File: src/rtl/sign_pkg.sv
// Shared code points and qualification-FSM state type for the sign character buffer.
package sign_pkg;

    localparam int CODE_W = 6;
    localparam logic [CODE_W-1:0] CODE_NONE  = 6'd0;
    localparam logic [CODE_W-1:0] CODE_CLEAR = 6'd63;

    typedef enum logic [1:0] {
        IDLE    = 2'd0,
        QUALIFY = 2'd1,
        LATCHED = 2'd2
    } sign_state_t;

endpackage

File: src/rtl/char_fifo.sv
// Sync FWFT FIFO: written data is visible on head the cycle after the push edge.
// Flush beats pop and push; push when full without pop is dropped and flagged for one cycle.
module char_fifo #(
    parameter int DEPTH = 16,
    parameter int WIDTH = 6
) (
    input  logic                     clk,
    input  logic                     rst,
    input  logic                     push,
    input  logic [WIDTH-1:0]         push_data,
    input  logic                     pop,
    input  logic                     flush,
    output logic [WIDTH-1:0]         head,
    output logic                     valid,
    output logic [$clog2(DEPTH):0]   count,
    output logic                     full,
    output logic                     drop
);

    localparam int AW = $clog2(DEPTH);
    localparam int CW = AW + 1;
    localparam logic [CW-1:0] DEPTH_N = CW'(DEPTH);

    logic [WIDTH-1:0] mem [DEPTH];
    logic [AW-1:0]    rd_ptr;
    logic [AW-1:0]    wr_ptr;
    logic             do_push;
    logic             do_pop;
    logic             drop_next;

    assign valid = (count != '0);
    assign full  = (count == DEPTH_N);
    assign head  = valid ? mem[rd_ptr] : '0;

    // A full FIFO still accepts a push when the head leaves on the same edge.
    always_comb begin
        do_pop    = pop && valid && !flush;
        do_push   = push && !flush && (!full || do_pop);
        drop_next = push && !flush && full && !do_pop;
    end

    always_ff @(posedge clk) begin
        if (!rst && do_push) begin
            mem[wr_ptr] <= push_data;
        end
    end

    always_ff @(posedge clk) begin
        if (rst) begin
            rd_ptr <= '0;
            wr_ptr <= '0;
            count  <= '0;
            drop   <= 1'b0;
        end else begin
            drop <= drop_next;
            if (flush) begin
                rd_ptr <= '0;
                wr_ptr <= '0;
                count  <= '0;
            end else begin
                if (do_push) begin
                    wr_ptr <= wr_ptr + AW'(1);
                end
                if (do_pop) begin
                    rd_ptr <= rd_ptr + AW'(1);
                end
                case ({do_push, do_pop})
                    2'b10:   count <= count + CW'(1);
                    2'b01:   count <= count - CW'(1);
                    default: count <= count;
                endcase
            end
        end
    end

endmodule

File: src/rtl/sign_char_buffer.sv
// Debounces letter codes (STABLE_CYCLES matching valid samples) and queues each held sign once.
// Push/flush happen on the qualifying edge; consumer backpressure via OUT_READY, overflow reported on DROP.
module sign_char_buffer
    import sign_pkg::*;
#(
    parameter int DEPTH         = 16,
    parameter int STABLE_CYCLES = 3
) (
    input  logic                     CLK,
    input  logic                     RST,
    input  logic [CODE_W-1:0]        IN_DATA,
    input  logic                     IN_VALID,
    input  logic                     OUT_READY,
    output logic [CODE_W-1:0]        OUT_DATA,
    output logic                     OUT_VALID,
    output logic [$clog2(DEPTH):0]   COUNT,
    output logic                     FULL,
    output logic                     DROP
);

    localparam int CNT_W = $clog2(STABLE_CYCLES + 1);
    localparam logic [CNT_W-1:0] STABLE_N = CNT_W'(STABLE_CYCLES);

    sign_state_t       state;
    logic [CODE_W-1:0] cand;
    logic [CNT_W-1:0]  stable_cnt;
    logic [CNT_W-1:0]  cnt_next;
    logic              nonzero;
    logic              same;
    logic              held;
    logic              qual;
    logic              push;
    logic              flush;

    // A held sign (LATCHED, same code) never re-qualifies, so it pushes exactly once.
    always_comb begin
        nonzero  = (IN_DATA != CODE_NONE);
        same     = (state != IDLE) && (IN_DATA == cand);
        held     = (state == LATCHED) && same;
        cnt_next = (state == QUALIFY && same) ? stable_cnt + CNT_W'(1) : CNT_W'(1);
        qual     = IN_VALID && nonzero && !held && (cnt_next == STABLE_N);
        push     = qual && (IN_DATA != CODE_CLEAR);
        flush    = qual && (IN_DATA == CODE_CLEAR);
    end

    always_ff @(posedge CLK) begin
        if (RST) begin
            state      <= IDLE;
            cand       <= CODE_NONE;
            stable_cnt <= '0;
        end else if (IN_VALID) begin
            if (!nonzero) begin
                state      <= IDLE;
                cand       <= CODE_NONE;
                stable_cnt <= '0;
            end else if (!held) begin
                cand       <= IN_DATA;
                stable_cnt <= cnt_next;
                state      <= qual ? LATCHED : QUALIFY;
            end
        end
    end

    char_fifo #(
        .DEPTH (DEPTH),
        .WIDTH (CODE_W)
    ) u_fifo (
        .clk       (CLK),
        .rst       (RST),
        .push      (push),
        .push_data (IN_DATA),
        .pop       (OUT_READY),
        .flush     (flush),
        .head      (OUT_DATA),
        .valid     (OUT_VALID),
        .count     (COUNT),
        .full      (FULL),
        .drop      (DROP)
    );

endmodule

File: config.mk
export PLATFORM = sky130hd
export DESIGN_NAME = sign_char_buffer
export DESIGN_NICKNAME = d
export VERILOG_FILES = /design/src/rtl/sign_pkg.sv /design/src/rtl/char_fifo.sv /design/src/rtl/sign_char_buffer.sv
export SDC_FILE = /design/constraint.sdc
export NUM_CORES = 1
export LEC_CHECK = 0
export ABC_CLOCK_PERIOD_IN_PS = 3650
export CORE_ASPECT_RATIO = 1.5
export CORE_UTILIZATION = 60
export DETAILED_ROUTE_END_ITERATION = 12
export GPL_ROUTABILITY_DRIVEN = 0
export PLACE_DENSITY = 0.85
export SYNTH_ARGS = -nofsm -noshare
export SYNTH_HDL_FRONTEND = slang
export SYNTH_HIERARCHICAL = 1
export SYNTH_SLANG_ARGS = --single-unit
export TNS_END_PERCENT = 100
File: constraint.sdc
create_clock -name CLK -period 3.65 [get_ports CLK]
set_input_delay 0.365 -clock CLK [delete_from_list [all_inputs] [get_ports CLK]]
set_output_delay 0.365 -clock CLK [all_outputs]
set_load 0.01 [all_outputs]
==> summary.md <==
| Metric | Value |
|---|---|
| Status | completed |
| Slew Limit Headroom | 57.02% |
| Nets@finish | 416 |
| Synth cell types | 49 |
| Final ANT Viol Nets | 0 |
| CTS tree | done |
| Primary FF master, synth | edfxtp_1 |
| CTS clk-pin slew, worst paths | 0.05 ns |
| Fin crit share | 91.52% |
| Final Hold Fails | 0 |
| Sequential share of power | 38.9% |
| Post-layout util | 75.36% |
| Register area share after synthesis | 65.48% |
| Max Slew Vio Count | 0 |
| Clock share of power | 40.2% |
| CTS Hold Bufs | 0 |
| Initial antenna violation count | 0 |
| Int Pwr | 3.148 mW |
| Fin Clk Skew | 0.007405 ns |
| Combinational group share of total power | 20.9% |
| Largest net degree at the start of global routing | 25 |
| Clk root buf | clkbuf_16 |
| Worst EP required | 3.96 ns |
| Share of cells above drive strength 1 | 23.30% |
| Post-Synthesis Cells | 342 |
| CTS sink count | 124 |
| Ports | 24 |
| Die ar. | 9151 um2 |
| Setup Buffers After CTS | 0 |
| Hpwl dp | 7.693 mm |
| Lkg Pwr | 2.165 nW |
| Area of the core | 8464 um2 |
| Sw Share | 24.76% |
| Synth area leader | edfxtp_1 |
| DIE WIDTH | 78.44 um |
| First-pass DRT Iterations | 5 |
| Vias in the first global route | 3309 |
| GR Util All Layers | 28.30% |
| Worst Setup Path Type | primary input to flop |
| Hold slack | 0.4929 ns |
| Worst-path maximum fanout | 17 |
| Average cell area after synthesis | 15.38 um2 |
| Crit start category | primary input |
| Post-Syn Area | 5259 um2 |
| Hold Path Class | flop to flop |
| First-pass GRT wire length | 17.91 mm |
| Remaining DRCs | 0 |
| Max VDD drop | 559.4 uV |
| WL/cell | 22.22 um |
| Area share of the leading cell type in the synthesized netlist | 54.82% |
| Detailed Route Iter0 Violations | 265 |
| Max Clock Freq | 299.4 MHz |
| Number of flops mapped to enable cells by yosys | 96 |
| Site Rows | 41 |
| Area grow syn2layout | 21.29% |
| Synthesized Nets | 359 |
| Max Cap Violations | 0 |
| Ys Warns | 6 |
| Starting Density | 62.13% |
| R2R cell count | 13 |
| Post-synthesis register bit count | 124 |
| Crit path DAT | 3.65 ns |
| CTS H-Tree Depth | 4 |
| Main area contributors after synthesis | edfxtp_1 (55%), mux4_2 (13%), dfxtp_1 (11%), nor2_1 (2.4%), xnor2_1 (1.8%) |
| Most common cell in the netlist | edfxtp_1 |
| Height of the die | 116.7 um |
| Post-Route WL | 11.53 mm |
| Clock Path Buffers | 2 |
| Async S/R FF share, synth | 0% |
| RSZ-0062 raised after global routing | no |
| Power per Cell Area | 656.0 nW/um2 |
| Gr ovfl total | 0 |
| Power, Total | 4.184 mW |
| Via/cell ratio | 6.175 |
| P_sw | 1.036 mW |
| Setup crit end kind | flop |
| CTS buffer count | 17 |
| Most frequent cells after synthesis | edfxtp_1 (96), nor2_1 (33), mux4_2 (30) |
| Crit path time final | 3.341 ns |
| Worst Hold Depth | 2 |
| Actual slew at the worst max-slew pin | 0.6388 ns |
| N_diodes | 0 |
| IO buf count | 23 |
| Setup Viol. Count Final | 0 |
| Clock Latency Late Sink | 0.41 ns |
| Via count | 3205 |
worst paths after layout:
| kind | slack, ns | to | start |
|---|---|---|---|
| worst min register to register | 0.49 | cand[4] | cand[4] |
| worst max register to register | 0.60 | u_fifo/count[4] | cand[1] |
| worst min-delay path | 0.49 | cand[4] | cand[4] |
| worst max-delay path | 0.31 | u_fifo/count[4] | IN_DATA[4] |
registers in the layout (all words and copies together) (netlist names), named ones only:
register	cells
u_fifo/rd_ptr	4
u_fifo/wr_ptr	4
u_fifo/drop	1
stable_cnt	2
u_fifo/mem	96
cand	6
state	2
u_fifo/count	5
cells in the final DEF (no fill, tap or decap), types with 2 or more instances in the layout:
cell and instances:
nand3_1 3, clkbuf_1 3, a211oi_1 4, and4_1 2
bufinv_16 3, a211o_1 2, nand4_1 5, nor4_1 2
edfxtp_1 96, xnor2_1 11, clkdlybuf4s50_1 23, nand2b_1 6
inv_1 22, nor2_1 33, nor3_1 5, buf_4 30
dfxtp_1 28, mux4_2 30, a31oi_1 2, clkbuf_8 4
a21oi_1 7, o21ai_0 5, ha_1 7, nor2b_1 10
nand2_1 14, o32ai_1 6, clkbuf_16 17, clkinv_2 4
xor2_1 4, o211ai_1 2
kinds of logic after synthesis:
logic type	Yosys count	share of synthesized area [%]
and+or+nand+nor	89	8.589
buffers and inverters	37	3.117
DFF	124	65.48
xor gates and xnor gates	15	2.498
muxes	31	13.04
adders and majority gates	7	1.665
AOI/OAI and AO/OA	39	5.615
power groups by stage:
stage,Clock [mW],Sequential (mW),Combinational (mW)
3_3_place_gp,0,1.65,0.849
2_1_floorplan,0,1.63,0.578
6_report,1.68,1.63,0.873
4_1_cts,1.70,1.63,0.878
3_5_place_dp,0,1.66,0.872
5_1_grt,1.76,1.64,0.942
layout make-up:
cell class | instances | area, um2
clock buffer | 24 | 491.7
clock inverter | 8 | 113.9
fill | 489 | 2086
inverter | 22 | 82.58
multi-input combinational | 181 | 1658
sequential | 124 | 3443
tap | 107 | 133.9
timing repair buffer | 53 | 455.4
per-layer routing:
layer	GRT usage, %	up-vias	part of all wire [%]
met4	10.86	0	2.2
li1	-	1432	-
met5	0	-	0
met3	7.578	26	5.4
met1	29.99	1576	36
met2	53.22	171	56
critical path: stages:
cell             delay, ns
clkdlybuf4s50_1       0.49
buf_4                 0.24
nor4_1                0.45
nand2_1               0.15
nand2_1               0.15
nor4_1                0.11
or3b_2                0.54
nand2_1               0.10
o21ai_0               0.09
ha_1                  0.24
nor2_1                0.09
a211oi_1              0.06
o211ai_1              0.25
a211oi_1              0.11
a31o_2                0.22
per-stage QoR:
| stage | TNS (ns) | worst slack [ns] | std cells | instance area, um2 |
|---|---|---|---|---|
| after CTS | 0 | 0.3256 | 519 | 6372 |
| after global routing | 0 | 0.02391 | 519 | 6379 |
| after detailed placement | -0.01454 | -0.01454 | 487 | 5767 |
| after floorplan | 0 | 0.6307 | 342 | 5259 |
| final | 0 | 0.3094 | 519 | 6379 |
| after global placement | 0 | 0.1907 | 487 | 5767 |
what timing repair did:
item | 4_1_cts | 5_1_grt
endpoints found under the setup margin | 0 | 6
gates resized for setup | 0 | 1
hold endpoints to repair | 0 | 0
Note: power is estimated with default switching activity, not from simulation.
